[config.mk]
export PLATFORM = sky130hd
export DESIGN_NAME = alu_serial_ctrl
export DESIGN_NICKNAME = d
export VERILOG_FILES = /design/src/rtl/alu_pkg.sv /design/src/rtl/alu_serial_shreg.sv /design/src/rtl/alu_serial_ctrl.sv
export SDC_FILE = /design/constraint.sdc
export NUM_CORES = 1
export LEC_CHECK = 0
export ABC_AREA = 1
export BUFFER_PORTS_ARGS = -buffer_cell sky130_fd_sc_hd__buf_4
export CORE_MARGIN = 3
export CORE_UTILIZATION = 35
export DETAILED_ROUTE_END_ITERATION = 7
export PLACE_DENSITY = 0.66
export SYNTH_ARGS = -nofsm -noshare
export SYNTH_HDL_FRONTEND = slang
export SYNTH_HIERARCHICAL = 1
export SYNTH_SLANG_ARGS = --single-unit
[constraint.sdc]
create_clock -name clk -period 2.3 [get_ports clk]
set_clock_uncertainty 0.15 [all_clocks]
set_input_delay 0.46 -clock clk [delete_from_list [all_inputs] [get_ports clk]]
set_output_delay 0.46 -clock clk [all_outputs]
set_load 0.01 [all_outputs]
[src/rtl/alu_pkg.sv]
// rtl/alu_pkg.sv - shared constants, control-field positions and state type for the serial ALU
package alu_pkg;

    localparam int ALU_WIDTH = 24;

    localparam logic [2:0] OP_AND = 3'b000;
    localparam logic [2:0] OP_OR  = 3'b001;
    localparam logic [2:0] OP_ADD = 3'b010;
    localparam logic [2:0] OP_SLT = 3'b011;
    localparam logic [2:0] OP_XOR = 3'b100;

    // alu_ctl = {AInvert, BInvert, Op[2:0]}
    localparam int CTL_AINV   = 4;
    localparam int CTL_BINV   = 3;
    localparam int CTL_OP_MSB = 2;
    localparam int CTL_OP_LSB = 0;

    typedef enum logic [1:0] {
        IDLE,
        RUN,
        DONE
    } state_t;

    function automatic logic op_illegal(input logic [2:0] op);
        return op > OP_XOR;
    endfunction

endpackage

[src/rtl/alu_serial_shreg.sv]
// rtl/alu_serial_shreg.sv - load/shift-right register; exposes the low OUT_W bits of its contents
module alu_serial_shreg #(
    parameter int WIDTH = 24,
    parameter int OUT_W = WIDTH
) (
    input  logic             clk,
    input  logic             reset,
    input  logic             load,
    input  logic [WIDTH-1:0] load_data,
    input  logic             shift,
    input  logic             sin,
    output logic [OUT_W-1:0] q
);

    logic [WIDTH-1:0] store;

    // new bits enter at the MSB, so the LSB is always the next bit out
    always_ff @(posedge clk or posedge reset) begin
        if (reset) begin
            store <= '0;
        end else if (load) begin
            store <= load_data;
        end else if (shift) begin
            store <= {sin, store[WIDTH-1:1]};
        end
    end

    assign q = store[OUT_W-1:0];

endmodule

[src/rtl/alu_serial_ctrl.sv]
// rtl/alu_serial_ctrl.sv - bit-serial sequencer driving an external 1-bit ALU slice, LSB first
module alu_serial_ctrl
    import alu_pkg::*;
#(
    parameter int WIDTH = ALU_WIDTH
) (
    input  logic             clk,
    input  logic             reset,
    input  logic             start,
    input  logic [WIDTH-1:0] a,
    input  logic [WIDTH-1:0] b,
    input  logic [4:0]       alu_ctl,
    output logic             busy,
    output logic             done,
    output logic [WIDTH-1:0] result,
    output logic             zero,
    output logic             carry_out,
    output logic             overflow,
    output logic             illegal,
    output logic             s_a,
    output logic             s_b,
    output logic             s_cin,
    output logic             s_ainv,
    output logic             s_binv,
    output logic             s_less,
    output logic [2:0]       s_op,
    input  logic             s_result,
    input  logic             s_cout
);

    localparam int              IDXW     = (WIDTH > 1) ? $clog2(WIDTH) : 1;
    localparam logic [IDXW-1:0] LAST_IDX = IDXW'(WIDTH - 1);

    state_t           state, state_nxt;
    logic [4:0]       ctl_q;
    logic [2:0]       op_q;
    logic [IDXW-1:0]  idx;
    logic             carry_reg;
    logic             slt_q;
    logic             slt_bit_q;
    logic             accept;
    logic             running;
    logic             last_bit;
    logic             a_bit;
    logic             b_bit;
    logic [WIDTH-1:0] res_sh;

    assign op_q     = ctl_q[CTL_OP_MSB:CTL_OP_LSB];
    assign accept   = (state == IDLE) && start;
    assign running  = (state == RUN);
    assign last_bit = running && (idx == LAST_IDX);

    alu_serial_shreg #(.WIDTH(WIDTH), .OUT_W(1)) u_a_sh (
        .clk       (clk),
        .reset     (reset),
        .load      (accept),
        .load_data (a),
        .shift     (running),
        .sin       (1'b0),
        .q         (a_bit)
    );

    alu_serial_shreg #(.WIDTH(WIDTH), .OUT_W(1)) u_b_sh (
        .clk       (clk),
        .reset     (reset),
        .load      (accept),
        .load_data (b),
        .shift     (running),
        .sin       (1'b0),
        .q         (b_bit)
    );

    alu_serial_shreg #(.WIDTH(WIDTH), .OUT_W(WIDTH)) u_res_sh (
        .clk       (clk),
        .reset     (reset),
        .load      (accept),
        .load_data ({WIDTH{1'b0}}),
        .shift     (running),
        .sin       (s_result),
        .q         (res_sh)
    );

    always_ff @(posedge clk or posedge reset) begin
        if (reset) begin
            state <= IDLE;
        end else begin
            state <= state_nxt;
        end
    end

    always_comb begin
        state_nxt = state;
        busy      = 1'b0;
        done      = 1'b0;
        s_a       = 1'b0;
        s_b       = 1'b0;
        s_cin     = 1'b0;
        s_ainv    = 1'b0;
        s_binv    = 1'b0;
        s_less    = 1'b0;
        s_op      = 3'b000;
        case (state)
            IDLE: begin
                if (start) begin
                    state_nxt = RUN;
                end
            end
            RUN: begin
                busy   = 1'b1;
                s_a    = a_bit;
                s_b    = b_bit;
                s_cin  = carry_reg;
                s_ainv = ctl_q[CTL_AINV];
                s_binv = ctl_q[CTL_BINV];
                // SLT runs as a subtract; the less bit is derived here, not in the slice
                if (op_illegal(op_q)) begin
                    s_op = OP_AND;
                end else if (op_q == OP_SLT) begin
                    s_op = OP_ADD;
                end else begin
                    s_op = op_q;
                end
                if (last_bit) begin
                    state_nxt = DONE;
                end
            end
            DONE: begin
                done      = 1'b1;
                state_nxt = IDLE;
            end
            default: begin
                state_nxt = IDLE;
            end
        endcase
    end

    always_ff @(posedge clk or posedge reset) begin
        if (reset) begin
            ctl_q     <= '0;
            idx       <= '0;
            carry_reg <= 1'b0;
            carry_out <= 1'b0;
            overflow  <= 1'b0;
            illegal   <= 1'b0;
            slt_q     <= 1'b0;
            slt_bit_q <= 1'b0;
        end else if (accept) begin
            ctl_q     <= alu_ctl;
            idx       <= '0;
            carry_reg <= alu_ctl[CTL_BINV];
            illegal   <= 1'b0;
            slt_q     <= 1'b0;
        end else if (running) begin
            carry_reg <= s_cout;
            idx       <= idx + 1'b1;
            // MSB cycle: carry into and out of the top bit give overflow and the SLT sign
            if (last_bit) begin
                illegal   <= op_illegal(op_q);
                slt_q     <= (op_q == OP_SLT);
                slt_bit_q <= s_result ^ carry_reg ^ s_cout;
                carry_out <= (op_q == OP_ADD) && s_cout;
                overflow  <= (op_q == OP_ADD) && (carry_reg ^ s_cout);
            end
        end
    end

    always_comb begin
        result = res_sh;
        if (illegal) begin
            result = '0;
        end else if (slt_q) begin
            result = {{(WIDTH-1){1'b0}}, slt_bit_q};
        end
    end

    assign zero = (result == '0);

endmodule
==> run metrics, run 1 <==
status=finished, final reports clean; PD cells=1320 nW/um2; TritonCTS clock tree=built; Root Driver=clkbuf_16; period utilization=0.946; Warnings, synthesis=6; CTS buffer count=9; Final TNS setup=0 ns; core box area=12800 um2; first-pass GRT wire length=18800 um; Clk Latency, worst-skew pair=0.34 ns; Hold Vio Cnt, Final=0; Die ar.=14600 um2; largest net degree at the start of global routing=54; Worst-Margin Slew=0.692 ns; fin crit period=2.17 ns; CTS Buffer Depth=2; Worst path top cell family by delay=simple AND/OR/NAND/NOR gates; Critical Path Stages=8; # diodes=0; CP Data Arrival Time=1.56 ns; critical path type=flip-flop to output port; routed wl met2=5370 um; grt total ovfl=0; met1 wire length=4940 um; worst ir drop on vdd=0.000593 V; worst hold path class=input pin to async pin; post-synthesis sequential area ratio=0.486; RSZ-0062 raised after global routing=false; syn_area_per_cell=7.81 um2; max incr delay on CP=0.40 ns; Antenna Nets Post-Route=0; relative slew slack=0.538; vias per cell=4.76; H-tree depth=3; RR Endpoint=slt_bit_q$_DFFE_PP0P_; Lkg Pwr=0.00296 uW; worst r2r path cells=8; vias in the first global route=4067; flops & latches, synth=90; First-pass DRT Iterations=5; setup bufs post-CTS=0; die width=121 um; Cell variety after synth=24; crit-path cells=nor2_1 > buf_4 > nand2_1 > nand2_1 > nor2_1 > nand2_1 > nor2_1 > buf_4; Area Growth Syn to Fin=24.3%; post-layout util=0.450; Total Routed Length=11100 um; endpoints failing setup=0; Port Buffers=95; DRC=0; Post-CTS Hold Buffers=0; nets=760; FP Rows=41; worst path bufs/invs=2; Max Freq=460 MHz; Worst path slowest cell=dfrtp_1; Critical Path End Type=output port; # clock sinks=90; CP Launch Type=flip-flop; Mapped Area=4630 um2; Gates resized, CTS repair=0; CP Data Required Time=1.69 ns; crit path to=zero; Routability Congestion=0.758; max-slew violations=0; I/O Pins=97; Detailed Place HPWL=7720 um; Setup crit start=slt_q$_DFFE_PP0P_; R2R Setup Slk=0.47 ns; CP Max Fanout=11; vias=4181; DR WL/cell=12.6 um; initial DRC count=325; Gate Count Post-Synth=593; Reg2Reg Launch Point=state[1]$_DFFE_PP0P_; CTS clk-pin slew, worst paths=0.06 ns; Initial Util=0.362; met3 wire len=598 um; Die Span Y=121 um; proportion of layout cells with a drive suffix above 1=0.195; initial antenna violation count=0; max cap viols=0; gr usage total=0.157; top sig layer=met4
[stage by stage]
step           hold WS [ns]  area [um2]  setup WS (ns)  total power (uW)  instances
2_1_floorplan         0.249        4730          0.599              5270        619
5_1_grt              0.0824        5750        0.00141              8270        878
3_5_place_dp          0.320        5470          0.445              6240        862
6_report             0.0490        5750          0.125              7600        878
4_1_cts              0.0571        5750          0.107              7690        878
3_3_place_gp          0.314        5470          0.475              6090        862
[logic make-up (layout without fill, tap and decap cells)]
logic type | count (synthesis) | after routing | share of synthesized area
AND/OR/NAND/NOR | 404 | 404 | 0.381
flip-flops | 90 | 90 | 0.486
buffers and inverters | 69 | 156 | 0.0935
AO/OA/AOI/OAI | 26 | 26 | 0.0319
XOR/XNOR | 2 | 2 | 0.00378
adder cells (fa/ha/maj) | 1 | 1 | 0.00270
other | 1 | 27 | 0.000810
[placed cells by master, fill, tap and decap left out, drive strengths merged]
master    n
dfrtp    90
xor2      1
a21oi     4
conb     27
nor2     45
nor3      2
o21ai    21
nor4      1
nand3   150
o211ai    1
ha        1
xnor2     1
buf     109
clkbuf   14
nand2   206
clkinv    2
inv      31
[worst min-delay path by stage]
| stage | from | endpoint | slack, ns | depth (start not counted) |
|---|---|---|---|---|
| 2_1_floorplan | reset | carry_out$_DFFE_PP0P_ | 0.25 | 1 |
| 3_3_place_gp | u_b_sh/store[23]$_DFFE_PP0P_ | u_b_sh/store[23]$_DFFE_PP0P_ | 0.31 | 2 |
| 3_5_place_dp | u_b_sh/store[5]$_DFFE_PP0P_ | u_b_sh/store[5]$_DFFE_PP0P_ | 0.32 | 2 |
| 4_1_cts | reset | u_a_sh/store[5]$_DFFE_PP0P_ | 0.06 | 3 |
| 5_1_grt | reset | u_a_sh/store[5]$_DFFE_PP0P_ | 0.08 | 3 |
| 6_report | reset | u_a_sh/store[5]$_DFFE_PP0P_ | 0.05 | 3 |
[cell usage after synthesis (all sizes together)]
| master | count | share of area |
|---|---|---|
| conb | 1 | 0.00081 |
| buf | 36 | 0.067 |
| a21oi | 4 | 0.0043 |
| o21ai | 21 | 0.026 |
| nor4 | 1 | 0.0014 |
| ha | 1 | 0.0027 |
| dfrtp | 90 | 0.49 |
| nor2 | 45 | 0.048 |
| xor2 | 1 | 0.0019 |
| clkbuf | 2 | 0.0016 |
| xnor2 | 1 | 0.0019 |
| nand3 | 150 | 0.16 |
| o211ai | 1 | 0.0016 |
| nor3 | 2 | 0.0022 |
| inv | 31 | 0.025 |
| nand2 | 206 | 0.17 |
[metal layers]
layer  track usage  vias up
met2         0.260      127
met5             0        -
li1              -     2092
met4        0.0510        0
met3        0.0331       17
met1         0.206     1945
[report_power, final]
| part | switching [uW] | leakage, uW | internal [uW] |
|---|---|---|---|
| Sequential | 488 | 0.00113 | 2300 |
| Clock | 594 | 0.000143 | 819 |
| Combinational | 1990 | 0.00168 | 1410 |
| Total | 3070 | 0.00296 | 4530 |
[worst reg2reg max path: stages (launching register included)]
cell,delay [ns]
dfrtp_1,0.37
inv_1,0.08
nand2_1,0.22
inv_2,0.18
buf_4,0.35
nand2_2,0.17
inv_2,0.11
nand3_1,0.07
o21ai_1,0.07
[final cells by class]
| cell class | instances | area (um2) |
|---|---|---|
| repair buffers | 109 | 843 |
| multi-input cells | 460 | 2040 |
| flip-flops and latches | 90 | 2250 |
| clock buffers | 14 | 274 |
| inverters | 31 | 116 |
| well taps | 172 | 215 |
| fillers | 1280 | 7020 |
| clock inverters | 2 | 10.0 |
No activity file was read; power rests on OpenSTA's default activity.
==> inputs of run 2 (changes only) <==
--- a/config.mk
+++ b/config.mk
@@ -10,8 +10,7 @@
 export CORE_MARGIN = 3
 export CORE_UTILIZATION = 35
 export DETAILED_ROUTE_END_ITERATION = 7
-export PLACE_DENSITY = 0.66
+export PLACE_DENSITY = 0.67
 export SYNTH_ARGS = -nofsm -noshare
 export SYNTH_HDL_FRONTEND = slang
-export SYNTH_HIERARCHICAL = 1
 export SYNTH_SLANG_ARGS = --single-unit
==> run metrics, run 2 <==
most frequent cell after synthesis=nand2_1; # clock sinks=90 (unchanged); Mapped Area=4090 um2 (-12%); Hold Vio Cnt, Final=0 (unchanged); Clk Latency, worst-skew pair=0.33 ns (about the same); initial antenna violation count=0 (unchanged); Port Buffers=95 (unchanged); R2R Setup Slk=0.58 ns (+0.11 ns); largest net degree at the start of global routing=66 (+22%); CP Data Required Time=1.69 ns (about the same); initial DRC count=169 (-48%); H-tree depth=3 (unchanged); endpoints failing setup=0 (unchanged); syn nets=538; nets=628 (-17%); Reg2Reg Launch Point=state[1]$_DFFE_PP0P_; Die Span Y=114 um (-5.7%); I/O Pins=97 (unchanged); RR Endpoint=u_a_sh.store[21]$_DFFE_PP0P_; Initial Util=0.368 (+0.00510); final hold slack=0.0842 ns (+0.0351 ns); Detailed Place HPWL=7100 um (-8.0%); post-synthesis sequential area ratio=0.551 (+0.0643); Max Freq=458 MHz (-0.38%); asr flop ratio synth=1.00 (unchanged); most frequent cells in the layout=nand2_1, buf_4, dfrtp_1; CP Launch Type=flip-flop; CTS clk-pin slew, worst paths=0.06 ns (about the same); First-pass DRT Iterations=4 (-1); Cell variety after synth=24 (unchanged); vias=3484 (-17%); Setup crit start=state[1]$_DFFE_PP0P_; Yosys top cell area share=0.551 (+0.0643); Area Growth Syn to Fin=28.4%; PD cells=1310 nW/um2 (-0.60%); Post-synth EDFFs=0 (unchanged); vias per cell=4.88 (+2.5%); Routability Congestion=0.843 (+11%); Gate Count Post-Synth=479 (-19%); Lkg Pwr=0.00254 uW (-14%); post-layout util=0.472 (+0.0216); Main synth FF type=dfrtp_1; CTS Buffer Depth=2 (unchanged); worst ir drop on vdd=0.000674 V (+14%); Antenna Nets Post-Route=0 (unchanged); grt total ovfl=0 (unchanged); Root Driver=clkbuf_16; period utilization=0.949 (+0.00358); fillers=1099 (-14%); Finished Cell Area=5250 um2 (-8.7%); proportion of layout cells with a drive suffix above 1=0.232 (+0.0362); core box area=11100 um2 (-13%); fin crit period=2.18 ns (+0.00823 ns); CP Max Fanout=13 (+2); RSZ-0062 raised after global routing=false; DR WL/cell=14.0 um (+11%); die width=114 um (-5.7%); Placed Area=4910 um2 (-10%); Final TNS setup=0 ns (unchanged); first-pass GRT wire length=16700 um (-11%); gr usage total=0.157 (-0.000215); max cap viols=0 (unchanged); Critical Path End Type=output port; syn_area_per_cell=8.54 um2 (+9.3%); worst hold path class=input pin to async pin; # diodes=0 (unchanged); Total Routed Length=10000 um (-9.9%); FP Rows=38 (-7.3%); CP Data Arrival Time=1.57 ns (about the same); commonest non-fill, non-tap cell in the layout=nand2_1; setup bufs post-CTS=0 (unchanged); max-slew violations=0 (unchanged); most instantiated cells after synthesis=nand2_1, dfrtp_1, inv_1; flops & latches, synth=90 (unchanged); critical path type=flip-flop to output port; dominant cell type by area after synthesis=dfrtp_1; Die ar.=13000 um2 (-11%); TritonCTS clock tree=built; status=finished, final reports clean; vias in the first global route=3510 (-14%); worst r2r path cells=6 (-2); top cells by area, synth=dfrtp_1, nand2_1, o211ai_1; CTS buffer count=9 (unchanged); DRC=0 (unchanged); Placement Setup Slack=0.307 ns (-0.138 ns); Warnings, synthesis=0 (-6); final worst slack=0.117 ns (-0.00824 ns)
run 2: cell count changes after synthesis, moves of 3 or more:
cell,change
o22ai_1,+25
buf_4,-11
nand2_1,-72
buf_2,+12
nand3_1,-145
o21ai_0,+8
o211ai_1,+45
nand2_2,+3
nor2_8,-3
o21ai_2,-4
inv_1,+42
buf_6,-12
run 2: cell families (layout without fill, tap and decap cells):
kind of cell / after synthesis / in the layout / synth area share
xor gates and xnor gates: 2 / 2 / 0.00428
adders and majority gates: 1 / 1 / 0.00306
and+or+nand+nor: 188 / 188 / 0.180
AOI/OAI and AO/OA: 98 / 98 / 0.156
DFF: 90 / 90 / 0.551
other: 1 / 1 / 0.000917
buffers and inverters: 99 / 194 / 0.105
run 2: layer usage:
metal | vias to the layer above | track usage | wire length [um]
met5 | - | 0 | 0
met1 | 1646 | 0.208 | 4520
met3 | 6 | 0.0455 | 723
met4 | 0 | 0.0261 | 46
met2 | 120 | 0.261 | 4710
li1 | 1712 | - | -
run 2: cell type report:
cell class | instances | area (um2) | area share
Clock buffer | 12 | 246 | 0.0469
Clock inverter | 4 | 75.1 | 0.0143
Inverter | 73 | 278 | 0.0529
Multi-Input combinational cell | 290 | 1420 | 0.271
Sequential cell | 90 | 2250 | 0.429
Tap cell | 140 | 175 | 0.0334
Timing Repair Buffer | 105 | 801 | 0.152
run 2: timing repair:
| action | in CTS | in global routing |
|---|---|---|
| endpoints found under the setup margin | 1 | 2 |
| hold buffers | 0 | 0 |
| cloned | 0 | 0 |
| gates resized for setup | 1 | 3 |
| pin swaps | 0 | 0 |
run 2: stage by stage:
stage,std cells,total power [uW]
floorplan,479,4390
global placement,698,5260
detailed placement,698,5350
CTS,714,6940
global route,714,7440
finish,714,6900
run 2: worst max-delay path, cell delays in order (launching register included):
cell,delay (ns)
dfrtp_1,0.39
inv_1,0.09
nand2_2,0.22
nor3_1,0.35
buf_4,0.18
run 2: power breakdown:
part	total, uW	leakage, uW	internal, uW	switching [uW]
registers	2570	0.00114	2260	312
logic	2770	0.00125	1140	1630
clock network	1560	0.000149	982	579
total	6900	0.00254	4370	2520
run 2: worst max path at each step:
stage               endpoint  slack (ns)  depth (start not counted)
finish               s_op[2]        0.12                          4
global route         s_op[2]        0.02                          4
CTS                  s_op[0]        0.09                          4
detailed placement      zero        0.31                          7
global placement        zero        0.41                          7
floorplan            s_op[2]        0.58                          5
